[config.mk]
export PLATFORM = sky130hd
export DESIGN_NAME = qpu_exu_dec_stage_flat
export DESIGN_NICKNAME = d
export VERILOG_FILES = /design/src/rtl/qpu_exu_dec_stage_if.sv /design/src/rtl/qpu_exu_dec_stage.sv /design/src/flat_wrapper.sv
export SDC_FILE = /design/constraint.sdc
export NUM_CORES = 1
export LEC_CHECK = 0
export ABC_AREA = 1
export CORE_AREA = 2 2 203 125
export DETAILED_ROUTE_END_ITERATION = 10
export DIE_AREA = 0 0 205 127
export GPL_TIMING_DRIVEN = 0
export SLEW_MARGIN = 20
export SYNTH_ARGS = -nofsm -noshare
export SYNTH_HDL_FRONTEND = slang
export SYNTH_SLANG_ARGS = --single-unit
[constraint.sdc]
create_clock -name clk -period 12.8 [get_ports clk]
set_clock_uncertainty 0.05 [all_clocks]
set_input_delay 3.2 -clock clk [delete_from_list [all_inputs] [get_ports clk]]
set_output_delay 3.2 -clock clk [all_outputs]
set_load 0.005 [all_outputs]
[src/rtl/qpu_exu_dec_stage_if.sv]
// Handshake bundle for the QPU decode stage: upstream instruction feed plus downstream decoded issue.
// The o_ilgl signal exists only when QPU_DEC_ILGL_CHK_EN is defined.
interface qpu_exu_dec_stage_if #(
   parameter int PC_W = 32
);
   logic            i_valid;
   logic            i_ready;
   logic [31:0]     i_instr;
   logic [PC_W-1:0] i_pc;
   logic            i_prdt_taken;

   logic            o_valid;
   logic            o_ready;
   logic [31:0]     o_instr;
   logic [PC_W-1:0] o_pc;
   logic            o_prdt_taken;
   logic [1:0]      o_grp;
   logic            o_new_timepoint;
   logic            o_measure;
   logic            o_fmr;
   logic [2:0]      o_qpi;
`ifdef QPU_DEC_ILGL_CHK_EN
   logic            o_ilgl;

   modport master (
      output i_valid, i_instr, i_pc, i_prdt_taken, o_ready,
      input  i_ready, o_valid, o_instr, o_pc, o_prdt_taken, o_grp,
             o_new_timepoint, o_measure, o_fmr, o_qpi, o_ilgl
   );

   modport slave (
      input  i_valid, i_instr, i_pc, i_prdt_taken, o_ready,
      output i_ready, o_valid, o_instr, o_pc, o_prdt_taken, o_grp,
             o_new_timepoint, o_measure, o_fmr, o_qpi, o_ilgl
   );
`else
   modport master (
      output i_valid, i_instr, i_pc, i_prdt_taken, o_ready,
      input  i_ready, o_valid, o_instr, o_pc, o_prdt_taken, o_grp,
             o_new_timepoint, o_measure, o_fmr, o_qpi
   );

   modport slave (
      input  i_valid, i_instr, i_pc, i_prdt_taken, o_ready,
      output i_ready, o_valid, o_instr, o_pc, o_prdt_taken, o_grp,
             o_new_timepoint, o_measure, o_fmr, o_qpi
   );
`endif
endinterface

[src/rtl/qpu_exu_dec_stage.sv]
// QPU execute-unit decode stage: decodes at enqueue into a small FIFO and gates issue on measurement state.
// Define QPU_DEC_ILGL_CHK_EN to add illegal-opcode detection (o_ilgl).
module qpu_exu_dec_stage #(
   parameter int  PC_W       = 32,
   parameter int  FIFO_DEPTH = 2,
   parameter int  MEAS_MAX   = 7,
   localparam int CW         = $clog2(MEAS_MAX + 1)
) (
   input  logic               clk,
   input  logic               rst,
   input  logic               flush,
   input  logic               meas_done,
   output logic [CW-1:0]      meas_pend,
   qpu_exu_dec_stage_if.slave bus
);

   localparam int AW = $clog2(FIFO_DEPTH);
   localparam int NW = $clog2(FIFO_DEPTH + 1);

   localparam logic [4:0] OPC_LOAD   = 5'b00000;
   localparam logic [4:0] OPC_STORE  = 5'b01000;
   localparam logic [4:0] OPC_BRANCH = 5'b11000;
   localparam logic [4:0] OPC_OPIMM  = 5'b00010;
   localparam logic [4:0] OPC_OP     = 5'b01010;
   localparam logic [4:0] OPC_QWAIT  = 5'b10010;
   localparam logic [4:0] OPC_FMR    = 5'b11010;
   localparam logic [4:0] OPC_SMIS   = 5'b00110;

   typedef struct packed {
      logic [31:0]     instr;
      logic [PC_W-1:0] pc;
      logic            prdt;
      logic [1:0]      grp;
      logic            ntp;
      logic            meas;
      logic            fmr;
      logic [2:0]      qpi;
`ifdef QPU_DEC_ILGL_CHK_EN
      logic            ilgl;
`endif
   } entry_t;

   entry_t          mem [FIFO_DEPTH];
   entry_t          dec_entry;
   entry_t          shown;
   logic [AW-1:0]   wr_ptr;
   logic [AW-1:0]   rd_ptr;
   logic [NW-1:0]   count;
   logic            full;
   logic            empty;
   logic            hold;
   logic            push;
   logic            pop;
   logic            meas_inc;
   logic            meas_dec;

   function automatic logic [AW-1:0] ptr_inc(input logic [AW-1:0] p);
      return (p == AW'(FIFO_DEPTH - 1)) ? '0 : p + AW'(1);
   endfunction

   // Decode happens on the way in so the issue side only ever reads registered fields.
   always_comb begin
      dec_entry       = '0;
      dec_entry.instr = bus.i_instr;
      dec_entry.pc    = bus.i_pc;
      dec_entry.prdt  = bus.i_prdt_taken;
      if (bus.i_instr[0]) begin
         dec_entry.grp  = 2'b11;
         dec_entry.qpi  = bus.i_instr[31:29];
         dec_entry.ntp  = |bus.i_instr[31:29];
         dec_entry.meas = (bus.i_instr[9:1] == 9'h0FF);
      end else begin
         case (bus.i_instr[4:0])
            OPC_LOAD, OPC_STORE:        dec_entry.grp = 2'b01;
            OPC_BRANCH:                 dec_entry.grp = 2'b10;
            OPC_QWAIT:                  dec_entry.ntp = 1'b1;
            OPC_FMR:                    dec_entry.fmr = 1'b1;
            OPC_OPIMM, OPC_OP, OPC_SMIS: dec_entry.grp = 2'b00;
            default: begin
`ifdef QPU_DEC_ILGL_CHK_EN
               dec_entry.ilgl = 1'b1;
`endif
            end
         endcase
      end
   end

   assign full  = (count == NW'(FIFO_DEPTH));
   assign empty = (count == '0);

   always_comb begin
      shown = '0;
      if (!empty) begin
         shown = mem[rd_ptr];
      end
   end

   // An fmr must wait for every measurement to return; a measure must wait for a free slot.
   assign hold = (shown.fmr && (meas_pend != '0)) ||
                 (shown.meas && (meas_pend == CW'(MEAS_MAX)));

   assign bus.i_ready         = ~full & ~rst;
   assign bus.o_valid         = ~empty & ~hold;
   assign bus.o_instr         = shown.instr;
   assign bus.o_pc            = shown.pc;
   assign bus.o_prdt_taken    = shown.prdt;
   assign bus.o_grp           = shown.grp;
   assign bus.o_new_timepoint = shown.ntp;
   assign bus.o_measure       = shown.meas;
   assign bus.o_fmr           = shown.fmr;
   assign bus.o_qpi           = shown.qpi;
`ifdef QPU_DEC_ILGL_CHK_EN
   assign bus.o_ilgl          = shown.ilgl;
`endif

   assign push     = bus.i_valid & bus.i_ready;
   assign pop      = bus.o_valid & bus.o_ready;
   assign meas_inc = pop & shown.meas;
   assign meas_dec = meas_done & (meas_pend != '0);

   always_ff @(posedge clk) begin
      if (push && !flush) begin
         mem[wr_ptr] <= dec_entry;
      end
   end

   always_ff @(posedge clk or posedge rst) begin
      if (rst) begin
         wr_ptr <= '0;
         rd_ptr <= '0;
         count  <= '0;
      end else if (flush) begin
         wr_ptr <= '0;
         rd_ptr <= '0;
         count  <= '0;
      end else begin
         if (push) begin
            wr_ptr <= ptr_inc(wr_ptr);
         end
         if (pop) begin
            rd_ptr <= ptr_inc(rd_ptr);
         end
         if (push && !pop) begin
            count <= count + NW'(1);
         end else if (pop && !push) begin
            count <= count - NW'(1);
         end
      end
   end

   // Outstanding measurements survive a flush: results still come back from the QPU.
   always_ff @(posedge clk or posedge rst) begin
      if (rst) begin
         meas_pend <= '0;
      end else if (meas_inc && !meas_dec) begin
         meas_pend <= meas_pend + CW'(1);
      end else if (meas_dec && !meas_inc) begin
         meas_pend <= meas_pend - CW'(1);
      end
   end

endmodule

[src/flat_wrapper.sv]
// flat-port wrapper written by rule: the top's interface ports become plain ports
module qpu_exu_dec_stage_flat 
#(
   parameter int  PC_W       = 32,
   parameter int  FIFO_DEPTH = 2,
   parameter int  MEAS_MAX   = 7,
   localparam int CW         = $clog2(MEAS_MAX + 1)
)
  (clk, rst, flush, meas_done, meas_pend, bus_i_valid, bus_i_instr, bus_i_pc, bus_i_prdt_taken, bus_o_ready, bus_i_ready, bus_o_valid, bus_o_instr, bus_o_pc, bus_o_prdt_taken, bus_o_grp, bus_o_new_timepoint, bus_o_measure, bus_o_fmr, bus_o_qpi);
  qpu_exu_dec_stage_if #(.PC_W(PC_W)) bus_i ();
  input  logic clk;
  input  logic rst;
  input  logic flush;
  input  logic meas_done;
  output logic [CW-1:0] meas_pend;
  input wire logic [$bits(bus_i.i_valid)-1:0] bus_i_valid;
  input wire logic [$bits(bus_i.i_instr)-1:0] bus_i_instr;
  input wire logic [$bits(bus_i.i_pc)-1:0] bus_i_pc;
  input wire logic [$bits(bus_i.i_prdt_taken)-1:0] bus_i_prdt_taken;
  input wire logic [$bits(bus_i.o_ready)-1:0] bus_o_ready;
  output wire logic [$bits(bus_i.i_ready)-1:0] bus_i_ready;
  output wire logic [$bits(bus_i.o_valid)-1:0] bus_o_valid;
  output wire logic [$bits(bus_i.o_instr)-1:0] bus_o_instr;
  output wire logic [$bits(bus_i.o_pc)-1:0] bus_o_pc;
  output wire logic [$bits(bus_i.o_prdt_taken)-1:0] bus_o_prdt_taken;
  output wire logic [$bits(bus_i.o_grp)-1:0] bus_o_grp;
  output wire logic [$bits(bus_i.o_new_timepoint)-1:0] bus_o_new_timepoint;
  output wire logic [$bits(bus_i.o_measure)-1:0] bus_o_measure;
  output wire logic [$bits(bus_i.o_fmr)-1:0] bus_o_fmr;
  output wire logic [$bits(bus_i.o_qpi)-1:0] bus_o_qpi;
  assign bus_i.i_valid = bus_i_valid;
  assign bus_i.i_instr = bus_i_instr;
  assign bus_i.i_pc = bus_i_pc;
  assign bus_i.i_prdt_taken = bus_i_prdt_taken;
  assign bus_i.o_ready = bus_o_ready;
  assign bus_i_ready = bus_i.i_ready;
  assign bus_o_valid = bus_i.o_valid;
  assign bus_o_instr = bus_i.o_instr;
  assign bus_o_pc = bus_i.o_pc;
  assign bus_o_prdt_taken = bus_i.o_prdt_taken;
  assign bus_o_grp = bus_i.o_grp;
  assign bus_o_new_timepoint = bus_i.o_new_timepoint;
  assign bus_o_measure = bus_i.o_measure;
  assign bus_o_fmr = bus_i.o_fmr;
  assign bus_o_qpi = bus_i.o_qpi;
  qpu_exu_dec_stage #(.PC_W(PC_W), .FIFO_DEPTH(FIFO_DEPTH), .MEAS_MAX(MEAS_MAX)) u_core (.clk(clk), .rst(rst), .flush(flush), .meas_done(meas_done), .meas_pend(meas_pend), .bus(bus_i));
endmodule
-- After elaboration in Yosys (flattened, before gate mapping)
Memories as Yosys holds them, arrays and structs flattened.
Cells that the tools add are included.
- bits of input ports: 71
- register bits: 7
- memories: 1
- output and inout port bits: 78
- memory bits (writable): 146
- logic and storage cells: 71
- bitwise gates (word level): 10
- reductions and logical operators: 22
- multiplexer cells: 21
- add/sub/neg operators: 6
- equal/unequal tests: 7
- memories (memory ; words ; width ; rd ports ; clocked after memory_dff ; wr ports ; line ; text):
    u_core.mem ; 2 ; 73 ; 1 ; 0 ; 1 ; qpu_exu_dec_stage.sv:43 ; entry_t mem [FIFO_DEPTH];
- operators with widths (kind ; number):
    73-bit 2-to-1 mux ; 1
    5-bit == test (second input constant) ; 3
    1-bit 2-to-1 mux ; 12
    3-bit 2-to-1 mux ; 4
    9-bit by 8-bit == test with 1-bit output (second input constant) ; 1
    1-bit logical AND ; 7
    1-bit bitwise AND ; 6
    2-bit 2-to-1 mux ; 3
    2-bit nonzero test ; 3
    3-bit nonzero test ; 2
    5-bit by 4-bit == test with 1-bit output (second input constant) ; 1
    1-bit logical NOT ; 5
    5-bit logical NOT ; 1
    1-bit inverter ; 4
    2-bit one-hot mux with 2 select lines ; 1
    3-bit by 1-bit adder with 3-bit output (second input constant) ; 1
    3-bit == test (second input constant) ; 1
    3-bit OR reduction ; 1
    3-bit by 1-bit subtractor with 3-bit output (second input constant) ; 1
    1-bit adder (second input constant) ; 2
    2-bit by 1-bit adder with 2-bit output (second input constant) ; 1
    2-bit == test (second input constant) ; 1
    2-bit logical NOT ; 1
    2-bit OR reduction ; 1
    other kinds (2) ; 2

-- Longest topological paths before layout
Gate-level depths: netlist of run 1.
- word-level depth: 12
- mapped depth: 12
- mapped depth without buffers: 12

-- Worst setup path after synthesis of run 1
OpenSTA, ideal clock, no wires.
- kind: input to register
- start point: input port rst
- end point: memory u_core.mem[0][0] (netlist bit), enable pin
- arrival: 6.588 ns
- stages: 5
- setup slack: 5.658 ns
- buffers on the path: 0
- required time: 12.245 ns
- setup time: 0.505 ns
- cells stage by stage: nor2_4 -> nand2_2 -> inv_2 -> nand2_1 -> nor2_1
- word-level cells in the longest chain between the ends: 6
- ends and longest elaborated chain (item ; line ; text):
    start, declared ; flat_wrapper.sv:12 ; input logic rst;
    1-bit inverter ; qpu_exu_dec_stage.sv:102 ; assign bus.i_ready = ~full & ~rst;
    1-bit bitwise AND ; qpu_exu_dec_stage.sv:102 ;
    1-bit bitwise AND ; qpu_exu_dec_stage.sv:116 ; assign push = bus.i_valid & bus.i_ready;
    1-bit logical AND ; qpu_exu_dec_stage.sv:122 ; if (push && !flush) begin
    1-bit 2-to-1 mux ; qpu_exu_dec_stage.sv:122 ;
    1-bit 2-to-1 mux (implied by the code) ; qpu_exu_dec_stage.sv:123 ; mem[wr_ptr] <= dec_entry;
    end, declared ; qpu_exu_dec_stage.sv:43 ;
Every way passes these cells.

-- Worst setup path after layout of run 1
- start point: input port rst
- end point: output port bus_i_ready
- word-level cells in the longest chain between the ends: 2
- ends and longest elaborated chain (item ; line ; text):
    1-bit inverter ; qpu_exu_dec_stage.sv:102 ;
    1-bit bitwise AND ; qpu_exu_dec_stage.sv:102 ;
    end, declared ; flat_wrapper.sv:21 ; output wire logic [$bits(bus_i.i_ready)-1:0] bus_i_ready;
Every way passes these cells.

==> reports/results.ini, run 1 <==
[grt]
grt_max_degree=25
grt_pass1_wl_mm=23.76
grt_overflow_total=0
grt_pass1_vias=4077
grt_use_total=0.1251
antenna_found_initial=0

[detailed_routing]
drt-initial-drc-count=216
drt_pass1_iterations=4
drcViolationCount=0
vias=4082
wire_per_inst_um=15.66
drt_wl_total_mm=15.49
antenna_left=0
viasPerCell=4.127

[sta]
rsz0062_at_grt=no
tns_ns=0
finalMaxSlewViolations=0
layout_min_cycle_time_ns=7.544
hold_violations=0
worst_slew_margin_rel=0.5761
finalSetupViolCount=0
fmax_mhz=132.6
fin_crit_sh=0.5894
worst_pin_slew_ns=0.6343

[clock_network]
cts.sinks=153
cts-resized-gates=0
ctsHtreeMaxLevel=4
clk_latency_ns=0.43
cts.clk_slew.worst_paths_ns=0.06
post-cts-setup-buffers=0
clk_path_buf_depth=2
cts-root-buf=clkbuf_16
postCtsHoldBufs=0
cts_tree=yes
numCtsBuffers=17

[finish]
n_fill_cell=2405
nets=726
finish.instance_area_um2=8583
multi_input_area_um2=1265
drive_gt1_frac=0.07808
regArea_um2=4559
layout_commonest_cell=nand2_1
final_cell_mix=nand2_1, clkdlybuf4s50_1, edfxtp_1, a21oi_1
area_delta_synth_final_pct=43.36

[setup_path]
r2r_setup_slack_ns=10.33
crit_buf_inv=2
cpMostUsedCell=clkdlybuf4s50_1
max_stage_delay_ns=0.50
crit_type=in2out
required_ns=9.55
critPathLaunchType=primary input
critical-path-top-delay-family=buffers and inverters
cp_max_fo=2
end_kind=output port
crit_chain=clkdlybuf4s50_1 -> nor2_4 -> clkdlybuf4s50_1
crit_slowest_cell=clkdlybuf4s50_1
crit_arrival_ns=4.29

[synthesis]
synth_area_um2=5987
postSynthCellCount=480
synth_top_family_by_area=simple AND/OR/NAND/NOR gates
ys_types=22
yosysSeqAreaShare=0.7615
post_synth_xor_area_fraction=0.002926
synth_compound_area_frac=0.06813
synthMuxAreaShare=0
synth_fp_nets=553
synth_seq_cells=153
avgSynthCellArea_um2=12.47
synth_simple_gate_area_frac=0.1323
yosys.area_share.adder=0.005434
yosys_warnings=0

[power_and_ir_drop]
p_total_mw=1.450
leakagePower_nw=3.002
ir_drop_mv=0.1030
powerDensity_nw_per_um2=169.0

[floorplanning]
num_rows=44
core_area_um2=24000
dieArea_um2=26040
io-pin-count=149
dieWidth_um=205
initial_utilization=0.2494
die_h_um=127

[worst_hold_path]
hp-class=reg2reg

[place]
place.gp.congestion=0.7578
dpl.hpwl_mm=10.81
place.port_buffers=148
placed_area_um2=8029

[job]
cap_violations=0

[status]
status=finished clean

==> worst paths after layout <==
check	from	end	cells after the start
min reg2reg	u_core.meas_pend[2]	u_core.meas_pend[2]	1
max reg2reg	u_core.count[0]	u_core.meas_pend[2]	11
min in group asynchronous	rst	u_core.meas_pend[1]	2
min	u_core.meas_pend[2]	u_core.meas_pend[2]	1
max	rst	bus_i_ready	3
max in group asynchronous	rst	u_core.count[0]	2
==> cell type report <==
class | instances | share of cell area
Sequential cell | 153 | 0.5312
Multi-Input combinational cell | 283 | 0.1474
Inverter | 21 | 0.009184
Antenna cell | 1 | 0.0002915
Clock inverter | 15 | 0.01472
Clock buffer | 17 | 0.04956
Tap cell | 322 | 0.04694
Timing Repair Buffer | 154 | 0.1892
Buffer | 23 | 0.01152
==> state kept, by name, summed over array words and instances (netlist names) <==
register          count
u_core.rd_ptr         1
u_core.wr_ptr         1
u_core.mem          146
u_core.count          2
u_core.meas_pend      3
==> synth_stat cells <==
cell	instances	area (µm²)
xnor2_1	2	17.52
nor2_2	1	6.260
nand4_1	5	31.28
nor2_1	11	41.29
dfrtp_1	7	175.2
nor3_1	2	10.01
o21ai_1	2	10.01
ha_1	1	12.51
nor2_4	2	22.52
nand2_2	1	6.260
edfxtp_1	146	4384
clkbuf_1	15	56.30
o31ai_1	3	22.52
buf_2	7	35.03
buf_4	1	7.510
nand3_1	8	40.04
nand2_1	169	634.4
fa_1	1	20.02
a21oi_1	74	370.4
inv_2	4	15.01
inv_1	17	63.81
o21ai_0	1	5.000
==> power breakdown <==
| part | leakage (nW) | internal, mW | total (mW) | switching (mW) |
|---|---|---|---|---|
| Clock | 0.252 | 0.266 | 0.469 | 0.203 |
| Sequential | 1.41 | 0.572 | 0.585 | 0.0134 |
| Combinational | 1.34 | 0.190 | 0.395 | 0.206 |
| Total | 3.00 | 1.03 | 1.45 | 0.422 |
==> stage by stage <==
step / hold slack [ns] / setup WS (ns) / cells / util
after floorplan: 0.4190 / 5.658 / 480 / -
final: 0.5046 / 5.256 / 989 / 0.3576
after CTS: 0.5006 / 5.244 / 988 / 0.3575
after detailed placement: 0.4912 / 5.249 / 956 / 0.3345
after global placement: 0.4361 / 2.950 / 950 / 0.3279
after global routing: 0.5308 / 5.224 / 988 / 0.3575
==> cells by family after synthesis <==
family	Yosys count
simple gates	199
compound gates	80
fa+ha+maj	2
flops	153
buf+inv	44
xor+xnor	2
==> routing by layer <==
metal,global-route usage,part of all wire
met1,0.1684,0.49
met2,0.1783,0.42
met3,0.05459,0.075
met4,0.04528,0.015
met5,0,0
Note: power is estimated with default switching activity, not from simulation.
==> inputs of run 2 (changes only) <==
==> constraint.sdc (replaced) <==
create_clock -name clk -period 6.15 [get_ports clk]
set_clock_uncertainty 0.05 [all_clocks]
set_input_delay 1.5375 -clock clk [delete_from_list [all_inputs] [get_ports clk]]
set_output_delay 1.5375 -clock clk [all_outputs]
set_load 0.005 [all_outputs]
==> results of run 2 <==
The final DEF is identical to that of run 1. Status: finished clean.
Main changes from that run: setup slack after placement 5.249 ns -> 1.924 ns; setup slack after layout 5.256 ns -> 1.931 ns; register-to-register setup slack 10.33 ns -> 3.68 ns; total power 1.450 mW -> 3.018 mW; worst IR drop on VDD 0.1030 mV -> 0.2144 mV
